--- src/rtl/mem_arbiter_if.sv ---
// Bundle of the cache-side and memory-side signals of the memory arbiter.
// The arbiter connects through the slave modport; the caches and the memory
// model connect through the master modport.
interface mem_arbiter_if #(
  parameter int LINE_WIDTH  = 128,
  parameter int LADDR_WIDTH = 28
);

  // iCache side
  logic                   i_req;
  logic [LADDR_WIDTH-1:0] i_addr;
  logic                   i_data_rdy;
  logic [LINE_WIDTH-1:0]  i_fill_data;

  // dCache side
  logic                   d_req;
  logic                   d_we;
  logic [LADDR_WIDTH-1:0] d_addr;
  logic [LINE_WIDTH-1:0]  d_wdata;
  logic                   d_data_rdy;
  logic [LINE_WIDTH-1:0]  d_fill_data;

  // memory side
  logic                   mem_req;
  logic                   mem_we;
  logic [LADDR_WIDTH-1:0] mem_addr;
  logic [LINE_WIDTH-1:0]  mem_wdata;
  logic [LINE_WIDTH-1:0]  mem_rdata;
  logic                   mem_rdy;

  // status
  logic                   busy;
  logic                   timeout_err;

  modport slave (
    input  i_req, i_addr,
    input  d_req, d_we, d_addr, d_wdata,
    input  mem_rdata, mem_rdy,
    output i_data_rdy, i_fill_data,
    output d_data_rdy, d_fill_data,
    output mem_req, mem_we, mem_addr, mem_wdata,
    output busy, timeout_err
  );

  modport master (
    output i_req, i_addr,
    output d_req, d_we, d_addr, d_wdata,
    output mem_rdata, mem_rdy,
    input  i_data_rdy, i_fill_data,
    input  d_data_rdy, d_fill_data,
    input  mem_req, mem_we, mem_addr, mem_wdata,
    input  busy, timeout_err
  );

endinterface

--- src/rtl/mem_arbiter.sv ---
// Memory arbiter: shares the single main-memory line port between the iCache
// (line fills) and the dCache (line fills and write-backs). One request is
// latched at a time, driven to memory, and the answer is returned to the owner.
// Simultaneous requests are granted round-robin. All outputs are registered.
module mem_arbiter #(
  parameter int LINE_WIDTH  = 128,
  parameter int LADDR_WIDTH = 28,
  parameter int TIMEOUT     = 64
) (
  input logic          clk,
  input logic          reset,
  mem_arbiter_if.slave bus
);

  // Wait counter is wide enough to hold TIMEOUT-1 with a spare bit.
  localparam int CW = $clog2(TIMEOUT) + 1;
  localparam logic [CW-1:0] LAST_WAIT = CW'(TIMEOUT - 1);

  typedef enum logic [1:0] {
    IDLE = 2'd0,
    MEM  = 2'd1,
    RESP = 2'd2
  } state_t;

  typedef enum logic {
    OWN_I = 1'b0,
    OWN_D = 1'b1
  } owner_t;

  state_t r_state;
  state_t w_stateNext;

  owner_t r_owner;
  owner_t r_lastGrant;
  owner_t w_grant;
  owner_t w_owner;
  owner_t w_lastGrant;

  logic w_anyReq;
  logic w_memDone;
  logic w_memAbort;

  logic [CW-1:0]          r_waitCnt;
  logic [CW-1:0]          w_waitCnt;

  logic                   r_memReq;
  logic                   r_memWe;
  logic [LADDR_WIDTH-1:0] r_memAddr;
  logic [LINE_WIDTH-1:0]  r_memWdata;
  logic                   r_iRdy;
  logic                   r_dRdy;
  logic [LINE_WIDTH-1:0]  r_iFill;
  logic [LINE_WIDTH-1:0]  r_dFill;
  logic                   r_busy;
  logic                   r_timeoutErr;

  logic                   w_memReq;
  logic                   w_memWe;
  logic [LADDR_WIDTH-1:0] w_memAddr;
  logic [LINE_WIDTH-1:0]  w_memWdata;
  logic                   w_iRdy;
  logic                   w_dRdy;
  logic [LINE_WIDTH-1:0]  w_iFill;
  logic [LINE_WIDTH-1:0]  w_dFill;
  logic                   w_busy;
  logic                   w_timeoutErr;

  // A mem_rdy on the final wait cycle wins over the timeout, and mem_rdy
  // outside MEM is never looked at.
  assign w_anyReq   = bus.i_req | bus.d_req;
  assign w_memDone  = (r_state == MEM) && bus.mem_rdy;
  assign w_memAbort = (r_state == MEM) && !bus.mem_rdy && (r_waitCnt == LAST_WAIT);

  // Round-robin choice: a lone requester wins, otherwise the one not granted last.
  always_comb begin
    w_grant = OWN_I;
    if (bus.i_req && bus.d_req) begin
      w_grant = (r_lastGrant == OWN_I) ? OWN_D : OWN_I;
    end else if (bus.d_req) begin
      w_grant = OWN_D;
    end
  end

  // State register; reset abandons any transaction in flight.
  always_ff @(posedge clk or negedge reset) begin
    if (!reset) begin
      r_state <= IDLE;
    end else begin
      r_state <= w_stateNext;
    end
  end

  // Next-state logic: IDLE -> MEM on a grant, MEM -> RESP on answer or abort, RESP -> IDLE.
  always_comb begin
    w_stateNext = r_state;
    case (r_state)
      IDLE: begin
        if (w_anyReq) begin
          w_stateNext = MEM;
        end
      end
      MEM: begin
        if (w_memDone || w_memAbort) begin
          w_stateNext = RESP;
        end
      end
      RESP: begin
        w_stateNext = IDLE;
      end
      default: begin
        w_stateNext = IDLE;
      end
    endcase
  end

  // Next values of every registered output and of the transaction latches.
  always_comb begin
    w_owner      = r_owner;
    w_lastGrant  = r_lastGrant;
    w_waitCnt    = r_waitCnt;
    w_memReq     = r_memReq;
    w_memWe      = r_memWe;
    w_memAddr    = r_memAddr;
    w_memWdata   = r_memWdata;
    w_iRdy       = 1'b0;
    w_dRdy       = 1'b0;
    w_iFill      = r_iFill;
    w_dFill      = r_dFill;
    w_busy       = r_busy;
    w_timeoutErr = r_timeoutErr;
    case (r_state)
      IDLE: begin
        if (w_anyReq) begin
          w_owner     = w_grant;
          w_lastGrant = w_grant;
          w_waitCnt   = '0;
          w_memReq    = 1'b1;
          w_busy      = 1'b1;
          if (w_grant == OWN_D) begin
            w_memWe    = bus.d_we;
            w_memAddr  = bus.d_addr;
            w_memWdata = bus.d_wdata;
          end else begin
            w_memWe    = 1'b0;
            w_memAddr  = bus.i_addr;
            w_memWdata = '0;
          end
        end
      end
      MEM: begin
        w_waitCnt = r_waitCnt + CW'(1);
        if (w_memDone || w_memAbort) begin
          w_memReq = 1'b0;
          w_memWe  = 1'b0;
          if (r_owner == OWN_D) begin
            w_dRdy = 1'b1;
          end else begin
            w_iRdy = 1'b1;
          end
          if (w_memAbort) begin
            w_timeoutErr = 1'b1;
          end else if (!r_memWe) begin
            if (r_owner == OWN_D) begin
              w_dFill = bus.mem_rdata;
            end else begin
              w_iFill = bus.mem_rdata;
            end
          end
        end
      end
      RESP: begin
        w_busy = 1'b0;
      end
      default: begin
        w_busy = 1'b0;
      end
    endcase
  end

  // Output and latch registers; last_grant resets to I so D wins the first tie.
  always_ff @(posedge clk or negedge reset) begin
    if (!reset) begin
      r_owner      <= OWN_I;
      r_lastGrant  <= OWN_I;
      r_waitCnt    <= '0;
      r_memReq     <= 1'b0;
      r_memWe      <= 1'b0;
      r_memAddr    <= '0;
      r_memWdata   <= '0;
      r_iRdy       <= 1'b0;
      r_dRdy       <= 1'b0;
      r_iFill      <= '0;
      r_dFill      <= '0;
      r_busy       <= 1'b0;
      r_timeoutErr <= 1'b0;
    end else begin
      r_owner      <= w_owner;
      r_lastGrant  <= w_lastGrant;
      r_waitCnt    <= w_waitCnt;
      r_memReq     <= w_memReq;
      r_memWe      <= w_memWe;
      r_memAddr    <= w_memAddr;
      r_memWdata   <= w_memWdata;
      r_iRdy       <= w_iRdy;
      r_dRdy       <= w_dRdy;
      r_iFill      <= w_iFill;
      r_dFill      <= w_dFill;
      r_busy       <= w_busy;
      r_timeoutErr <= w_timeoutErr;
    end
  end

  assign bus.mem_req     = r_memReq;
  assign bus.mem_we      = r_memWe;
  assign bus.mem_addr    = r_memAddr;
  assign bus.mem_wdata   = r_memWdata;
  assign bus.i_data_rdy  = r_iRdy;
  assign bus.i_fill_data = r_iFill;
  assign bus.d_data_rdy  = r_dRdy;
  assign bus.d_fill_data = r_dFill;
  assign bus.busy        = r_busy;
  assign bus.timeout_err = r_timeoutErr;

endmodule
--- src/flat_wrapper.sv ---
// flat-port wrapper written by rule: the top's interface ports become plain ports
module mem_arbiter_flat 
#(
  parameter int LINE_WIDTH  = 128,
  parameter int LADDR_WIDTH = 28,
  parameter int TIMEOUT     = 64
)
  (clk, reset, bus_i_req, bus_i_addr, bus_d_req, bus_d_we, bus_d_addr, bus_d_wdata, bus_mem_rdata, bus_mem_rdy, bus_i_data_rdy, bus_i_fill_data, bus_d_data_rdy, bus_d_fill_data, bus_mem_req, bus_mem_we, bus_mem_addr, bus_mem_wdata, bus_busy, bus_timeout_err);
  mem_arbiter_if #(.LINE_WIDTH(LINE_WIDTH), .LADDR_WIDTH(LADDR_WIDTH)) bus_i ();
  input logic clk;
  input logic reset;
  input wire logic [$bits(bus_i.i_req)-1:0] bus_i_req;
  input wire logic [$bits(bus_i.i_addr)-1:0] bus_i_addr;
  input wire logic [$bits(bus_i.d_req)-1:0] bus_d_req;
  input wire logic [$bits(bus_i.d_we)-1:0] bus_d_we;
  input wire logic [$bits(bus_i.d_addr)-1:0] bus_d_addr;
  input wire logic [$bits(bus_i.d_wdata)-1:0] bus_d_wdata;
  input wire logic [$bits(bus_i.mem_rdata)-1:0] bus_mem_rdata;
  input wire logic [$bits(bus_i.mem_rdy)-1:0] bus_mem_rdy;
  output wire logic [$bits(bus_i.i_data_rdy)-1:0] bus_i_data_rdy;
  output wire logic [$bits(bus_i.i_fill_data)-1:0] bus_i_fill_data;
  output wire logic [$bits(bus_i.d_data_rdy)-1:0] bus_d_data_rdy;
  output wire logic [$bits(bus_i.d_fill_data)-1:0] bus_d_fill_data;
  output wire logic [$bits(bus_i.mem_req)-1:0] bus_mem_req;
  output wire logic [$bits(bus_i.mem_we)-1:0] bus_mem_we;
  output wire logic [$bits(bus_i.mem_addr)-1:0] bus_mem_addr;
  output wire logic [$bits(bus_i.mem_wdata)-1:0] bus_mem_wdata;
  output wire logic [$bits(bus_i.busy)-1:0] bus_busy;
  output wire logic [$bits(bus_i.timeout_err)-1:0] bus_timeout_err;
  assign bus_i.i_req = bus_i_req;
  assign bus_i.i_addr = bus_i_addr;
  assign bus_i.d_req = bus_d_req;
  assign bus_i.d_we = bus_d_we;
  assign bus_i.d_addr = bus_d_addr;
  assign bus_i.d_wdata = bus_d_wdata;
  assign bus_i.mem_rdata = bus_mem_rdata;
  assign bus_i.mem_rdy = bus_mem_rdy;
  assign bus_i_data_rdy = bus_i.i_data_rdy;
  assign bus_i_fill_data = bus_i.i_fill_data;
  assign bus_d_data_rdy = bus_i.d_data_rdy;
  assign bus_d_fill_data = bus_i.d_fill_data;
  assign bus_mem_req = bus_i.mem_req;
  assign bus_mem_we = bus_i.mem_we;
  assign bus_mem_addr = bus_i.mem_addr;
  assign bus_mem_wdata = bus_i.mem_wdata;
  assign bus_busy = bus_i.busy;
  assign bus_timeout_err = bus_i.timeout_err;
  mem_arbiter #(.LINE_WIDTH(LINE_WIDTH), .LADDR_WIDTH(LADDR_WIDTH), .TIMEOUT(TIMEOUT)) u_core (.clk(clk), .reset(reset), .bus(bus_i));
endmodule
--- config.mk ---
export PLATFORM = sky130hd
export DESIGN_NAME = mem_arbiter_flat
export DESIGN_NICKNAME = d
export VERILOG_FILES = /design/src/rtl/mem_arbiter_if.sv /design/src/rtl/mem_arbiter.sv /design/src/flat_wrapper.sv
export SDC_FILE = /design/constraint.sdc
export NUM_CORES = 1
export LEC_CHECK = 0
export CELL_PAD_IN_SITES_DETAIL_PLACEMENT = 0
export CELL_PAD_IN_SITES_GLOBAL_PLACEMENT = 1
export CORE_AREA = 3 3 285 287
export CTS_CLUSTER_SIZE = 10
export DETAILED_ROUTE_END_ITERATION = 8
export DIE_AREA = 0 0 288 290
export PLACE_DENSITY = 0.58
export SKIP_CTS_REPAIR_TIMING = 1
export SYNTH_ARGS = -nofsm -noshare
export SYNTH_HDL_FRONTEND = slang
export SYNTH_SLANG_ARGS = --single-unit
--- constraint.sdc ---
create_clock -name clk -period 1.8 [get_ports clk]
set_input_delay 0.54 -clock clk [delete_from_list [all_inputs] [get_ports clk]]
set_output_delay 0.54 -clock clk [all_outputs]
set_load 0.02 [all_outputs]
Word-level counts from Yosys, hierarchy flattened
Index checks and enable logic that the tools add are counted.
W data, S select, Z words.
{"block": "classes", "addsub": 1, "eq_ne": 4, "n_mux": 22, "n_bitwise": 5, "n_reduce_logical": 16}
{"cell": "$mux W128", "count": 1}
{"cell": "$mux W28", "count": 1}
{"cell": "$pmux W7 S2", "count": 1}
{"cell": "$mux W1", "count": 12}
{"cell": "$reduce_and A5 Y1", "count": 2}
{"cell": "$reduce_and A2 Y1", "count": 4}
{"cell": "$add A7 B1 Y7 const B", "count": 1}
{"cell": "$eq A7 B6 Y1 const B", "count": 1}
{"cell": "$mux W7", "count": 1}
{"cell": "$pmux W1 S2", "count": 3}
{"cell": "$reduce_and A3 Y1", "count": 2}
{"cell": "$logic_and A1 B1 Y1", "count": 4}
{"cell": "$mux W2", "count": 2}
{"cell": "$not A1 Y1", "count": 4}
{"cell": "$pmux W2 S2", "count": 1}
{"cell": "$eq A2 B1 Y1 const B", "count": 1}
{"cell": "$logic_not A2 Y1", "count": 1}
{"cell": "$ne A2 B1 Y1 const B", "count": 1}
{"cell": "$ne A2 B2 Y1 const B", "count": 1}
{"cell": "$reduce_bool A2 Y1", "count": 1}
{"cell": "$logic_not A1 Y1", "count": 1}
{"cell": "$logic_or A1 B1 Y1", "count": 1}
{"cell": "$or A1 B1 Y1", "count": 1}
{"block": "word_totals", "register_bits": 428, "input_bits": 318, "out_inout_bits": 418, "wordCells": 61}

Logic depth before layout (Yosys ltp)
{"block": "logic_depth", "depth_word": 6, "depth_mapped": 6, "mapped_depth_nobuf": 4}

Worst setup path before layout
No wires, ideal clock.
{"block": "synth_path", "path_kind": "input to register", "start": "input bus_d_req", "end": "register u_core.r_memAddr[19] (netlist: u_core.bus.mem_addr[19])", "setup_time_ns": 0.125, "arrival_time_ns": 1.624, "required_ns": 1.675, "path_slack_ns": 0.052, "cell_stages": 5, "path_buffers": 2, "cell_sequence": "a21boi_1 buf_4 buf_6 mux2_2 mux2_2"}
{"block": "synth_between", "elab_chain_cells": 3, "word_cells_on_any_way": 6, "cone_classes": "mux (3); bitwise (1); reduce/logical (2)"}
{"item": "start: declaration", "line_no": "flat_wrapper.sv:14", "rtl": "input wire logic [$bits(bus_i.d_req)-1:0] bus_d_req;"}
{"item": "$mux W1 or $logic_and A1 B1 Y1 (tied branches)", "line_no": "mem_arbiter.sv:79, mem_arbiter.sv:77"}
{"item": "$mux W1", "line_no": "mem_arbiter.sv:77", "rtl": "if (bus.i_req && bus.d_req) begin"}
{"item": "$mux W28", "line_no": "mem_arbiter.sv:139", "rtl": "if (w_grant == OWN_D) begin"}
{"item": "end signal: assignment", "line_no": "mem_arbiter.sv:202", "rtl": "r_memAddr <= w_memAddr;"}
{"item": "end: declaration", "line_no": "mem_arbiter.sv:48", "rtl": "logic [LADDR_WIDTH-1:0] r_memAddr;"}
Several ways; a longest one is shown, not always the timed one.
A chain may end at the register's enable or synchronous reset.

Worst setup path in the final report
{"block": "layout_path", "start": "input bus_mem_rdy", "end": "register u_core.r_iFill[47] (netlist: u_core.bus.i_fill_data[47])"}
{"block": "layout_between", "elab_chain_cells": 5, "word_cells_on_any_way": 7, "cone_classes": "bitwise (1); reduce/logical (6)"}
{"item": "start: declaration", "line_no": "flat_wrapper.sv:19", "rtl": "input wire logic [$bits(bus_i.mem_rdy)-1:0] bus_mem_rdy;"}
{"item": "$logic_not A1 Y1", "line_no": "mem_arbiter.sv:72", "rtl": "assign w_memAbort = (r_state == MEM) && !bus.mem_rdy && (r_waitCnt == LAST_WAIT);"}
{"item": "$logic_and A1 B1 Y1 (2 in series)", "line_no": "mem_arbiter.sv:72"}
{"item": "$logic_or A1 B1 Y1 or $not A1 Y1 (tied branches)"}
{"item": "$reduce_and A5 Y1 (no line) *"}
{"item": "end signal: assignment", "line_no": "mem_arbiter.sv:206", "rtl": "r_iFill <= w_iFill;"}
{"item": "end: declaration", "line_no": "mem_arbiter.sv:52", "rtl": "logic [LINE_WIDTH-1:0] r_iFill;"}
Mark *: on every way between the ends. The rest lies on a longest branch, timed or not.

==> flow_summary.json <==
{
  "status": "finished with violations",
  "violations": "negative setup slack",
  "hold_viol": 0,
  "peakVddDrop_mv": 0.6614,
  "power.internal_uw": 31540,
  "ioPinCount": 736,
  "grt_max_degree": 55,
  "syn2layout_area_growth_pct": 71.41,
  "seq_area_um2": 10710,
  "total_leakage_power_uw": 0.01546,
  "timing.max_cap.violations": 0,
  "hpwl_um": 43030,
  "critPathBufInv": 4,
  "period_minus_slack_ns": 1.820,
  "routed_via_density": 4.040,
  "regToRegEndpoint": "u_core.bus.i_fill_data[47]",
  "slowest_delay_ns": 0.49,
  "port-buffer-count": 735,
  "grt_pass1_wl_um": 84280,
  "vias": 11599,
  "nets": 2121,
  "drt-total-wl_um": 56930,
  "met2WireLength_um": 29070,
  "drive_above_1_share": 0.2878,
  "ant_nets": 0,
  "initial_core_util": 0.2048,
  "first_iter_violations": 315,
  "combPwrFrac": 0.479,
  "timing.rr.start": "u_core.r_state[1]",
  "max_freq_mhz": 549.4,
  "hold_end": "u_core.bus.timeout_err",
  "pre_cts_slack_ns": -0.6200,
  "core_area_um2": 78870,
  "switching_share": 0.3618,
  "tightestPinTransition_ns": 0.5431,
  "syn_nets": 1308,
  "crit_required_ns": 2.24,
  "wl_met3_um": 5329,
  "dieArea_um2": 83520,
  "n_antenna_cell": 0,
  "reg2reg_slack_ns": -0.01,
  "die_width_um": 288,
  "cts_tree": "yes",
  "avgRoutedWirePerCell_um": 19.83,
  "cp_slowest_cell": "clkdlybuf4s50_1",
  "power_frac_seq": 0.333,
  "skew_ns": 0.01855,
  "slew_headroom": 0.6379,
  "htreeDepth": 2,
  "syn_avg_cell_area_um2": 16.33,
  "cp-end-kind": "flop",
  "worst_slack_ns": -0.02005,
  "synth_cells": 989,
  "utilization": 0.3511,
  "hp-class": "reg -> reg",
  "rsz0062_at_grt": "true",
  "antenna_found_initial": 1,
  "drcViolationCount": 0,
  "synthesis.area_um2": 16150,
  "numCtsBuffers": 51,
  "firstDrtPassIters": 6,
  "path_class": "in -> reg",
  "clock_path_buffers": 3,
  "arrival_ns": 2.26,
  "worst_skew_pair.late_latency_ns": 0.57,
  "min_from": "u_core.bus.timeout_err",
  "total_power_uw": 49430,
  "ys_types": 34,
  "clockRootBuffer": "clkbuf_16",
  "cp_max_fo": 12,
  "yosys_register_bits": 428,
  "yosysSeqAreaShare": 0.6630,
  "path_delay_family": "buffers and inverters",
  "crit_chain": "clkdlybuf4s50_1, nand3b_1, nor3_4, buf_12, buf_16, clkbuf_16, mux2_2",
  "ys_warn_count": 0,
  "clk_pin_slew_ns": 0.06,
  "fin_cells": 2871,
  "rows": 103,
  "finalSetupViolCount": 28,
  "critPathLaunchType": "input port",
  "place_inst": 2790,
  "gp_congestion": 0.7845,
  "netSwitchingPower_uw": 17880,
  "powerDensity_nw_per_um2": 1785,
  "grt_overflow_total": 0,
  "maxUsedRoutingLayer": "met5",
  "cts_sinks": 428,
  "fillCellCount": 7679,
  "grt_usage": 0.1310,
  "clockPowerShare": 0.188,
  "whs_path_depth": 2,
  "drv_slew": 0,
  "fin_crit_sh": 1.011,
  "grt_pass1_vias": 12961,
  "reg2reg_depth": 6,
  "tns_ns": -0.2937,
  "drt-met1-wl_um": 21170,
  "multi_input_area_um2": 5074,
  "die_y_um": 290
}
==> power by group through the flow <==
stage	clock (uW)	combinational, uW	sequential, uW
after floorplan	0	6550	21700
after global placement	0	24600	16700
after detailed placement	0	24900	16700
after CTS	9750	24900	16700
after global routing	10100	25000	17100
final	9310	23700	16500
==> metrics by stage <==
stage                     hold slack, ns  instance area (um^2)
after global routing              0.4922                 27690
after floorplan                   0.2444                 16150
after CTS                        -0.1004                 26810
after global placement            0.4577                 25360
final                             0.4712                 27690
after detailed placement          0.4530                 25360
==> registers in the layout, indices dropped and copies added, names as in the netlist <==
signal and count:
u_core.bus.mem_addr 28, u_core.r_lastGrant 1, u_core.bus.busy 1, u_core.bus.d_fill_data 128, u_core.bus.i_data_rdy 1, u_core.bus.mem_we 1
u_core.bus.timeout_err 1, u_core.r_waitCnt 7, u_core.bus.mem_req 1, u_core.r_state 2, u_core.bus.d_data_rdy 1, u_core.bus.i_fill_data 128
u_core.bus.mem_wdata 128
==> worst min-delay path, cell delays in order, from the launching register on <==
cell and delay [ns]:
dfrtp_1 0.35, inv_1 0.04, o41ai_1 0.05
==> layer usage <==
metal | track usage | vias to the layer above
li1 | - | 5231
met1 | 0.1468 | 5805
met2 | 0.2339 | 479
met3 | 0.04753 | 82
met4 | 0.03349 | 2
met5 | 0 | -
==> logic make-up after synthesis <==
kind of cell | after synthesis | synth area share
flip-flops | 428 | 0.6630
adder cells (fa/ha/maj) | 1 | 0.0007744
AO/OA/AOI/OAI | 148 | 0.07707
multiplexers | 315 | 0.2193
buffers and inverters | 69 | 0.03044
AND/OR/NAND/NOR | 28 | 0.009372
==> cell usage in the layout (no fill, tap or decap), types with 6 or more instances in the layout <==
cell             netlist  final
clkbuf_1               4     10
nand2_1                6      6
buf_12                 0     31
clkbuf_2               0     54
clkdlybuf4s50_1        0    316
mux2_4                 0     24
inv_1                  6      6
clkbuf_16              0     56
dfrtp_1              428    426
a22o_1               128    128
dlymetal6s2s_1         0    361
mux2_2               309    285
buf_4                  6     54
o21ai_0                8      8
==> how the worst max path moves through the flow <==
| stage | cells after the start | startpoint | endpoint |
|---|---|---|---|
| 2_1_floorplan | 5 | bus_d_req | u_core.bus.mem_addr[19] |
| 3_3_place_gp | 6 | bus_mem_rdy | u_core.bus.i_fill_data[55] |
| 3_5_place_dp | 6 | bus_mem_rdy | u_core.bus.i_fill_data[54] |
| 4_1_cts | 1 | u_core.bus.mem_wdata[122] | bus_mem_wdata[122] |
| 5_1_grt | 6 | u_core.r_state[1] | u_core.bus.i_fill_data[80] |
| 6_report | 7 | bus_mem_rdy | u_core.bus.i_fill_data[47] |
==> layout make-up <==
class                           instances  share of cell area
Sequential cell                       428              0.3869
Timing Repair Buffer                  823              0.3292
Multi-Input combinational cell        492              0.1832
Clock buffer                           68             0.05174
Tap cell                             1050             0.04744
Inverter                                6           0.0008133
Clock inverter                          4           0.0007230
==> cell usage after synthesis <==
| master | n | area (um^2) |
|---|---|---|
| mux2i_1 | 3 | 30.03 |
| mux2_1 | 3 | 33.78 |
| nand3_1 | 3 | 15.01 |
| nor3_2 | 1 | 10.01 |
| and2_1 | 2 | 12.51 |
| ha_1 | 1 | 12.51 |
| o31ai_1 | 2 | 15.01 |
| buf_2 | 30 | 150.1 |
| clkbuf_1 | 4 | 15.01 |
| o21ai_0 | 8 | 40.04 |
| nand4_1 | 2 | 12.51 |
| nand2_1 | 6 | 22.52 |
| a21boi_1 | 1 | 7.510 |
| mux2_2 | 309 | 3480 |
| nor2_1 | 5 | 18.77 |
| o21ai_1 | 1 | 5.000 |
| o211ai_1 | 2 | 15.01 |
| buf_6 | 23 | 259.0 |
| a21oi_1 | 2 | 10.01 |
| a22o_1 | 128 | 1121 |
| o41ai_1 | 1 | 8.760 |
| inv_1 | 6 | 22.52 |
| dfrtp_1 | 428 | 10710 |
| nor2b_1 | 1 | 6.260 |
| nand2b_1 | 1 | 6.260 |
| o31a_1 | 1 | 8.760 |
| a21o_1 | 1 | 7.510 |
| nand3b_1 | 2 | 15.01 |
| a31oi_1 | 1 | 6.260 |
| and2b_2 | 1 | 8.760 |
| nor3b_1 | 1 | 7.510 |
| buf_4 | 6 | 45.04 |
| nor3_1 | 2 | 10.01 |
| or2_2 | 1 | 6.260 |
(Power assumes the default switching activity.)
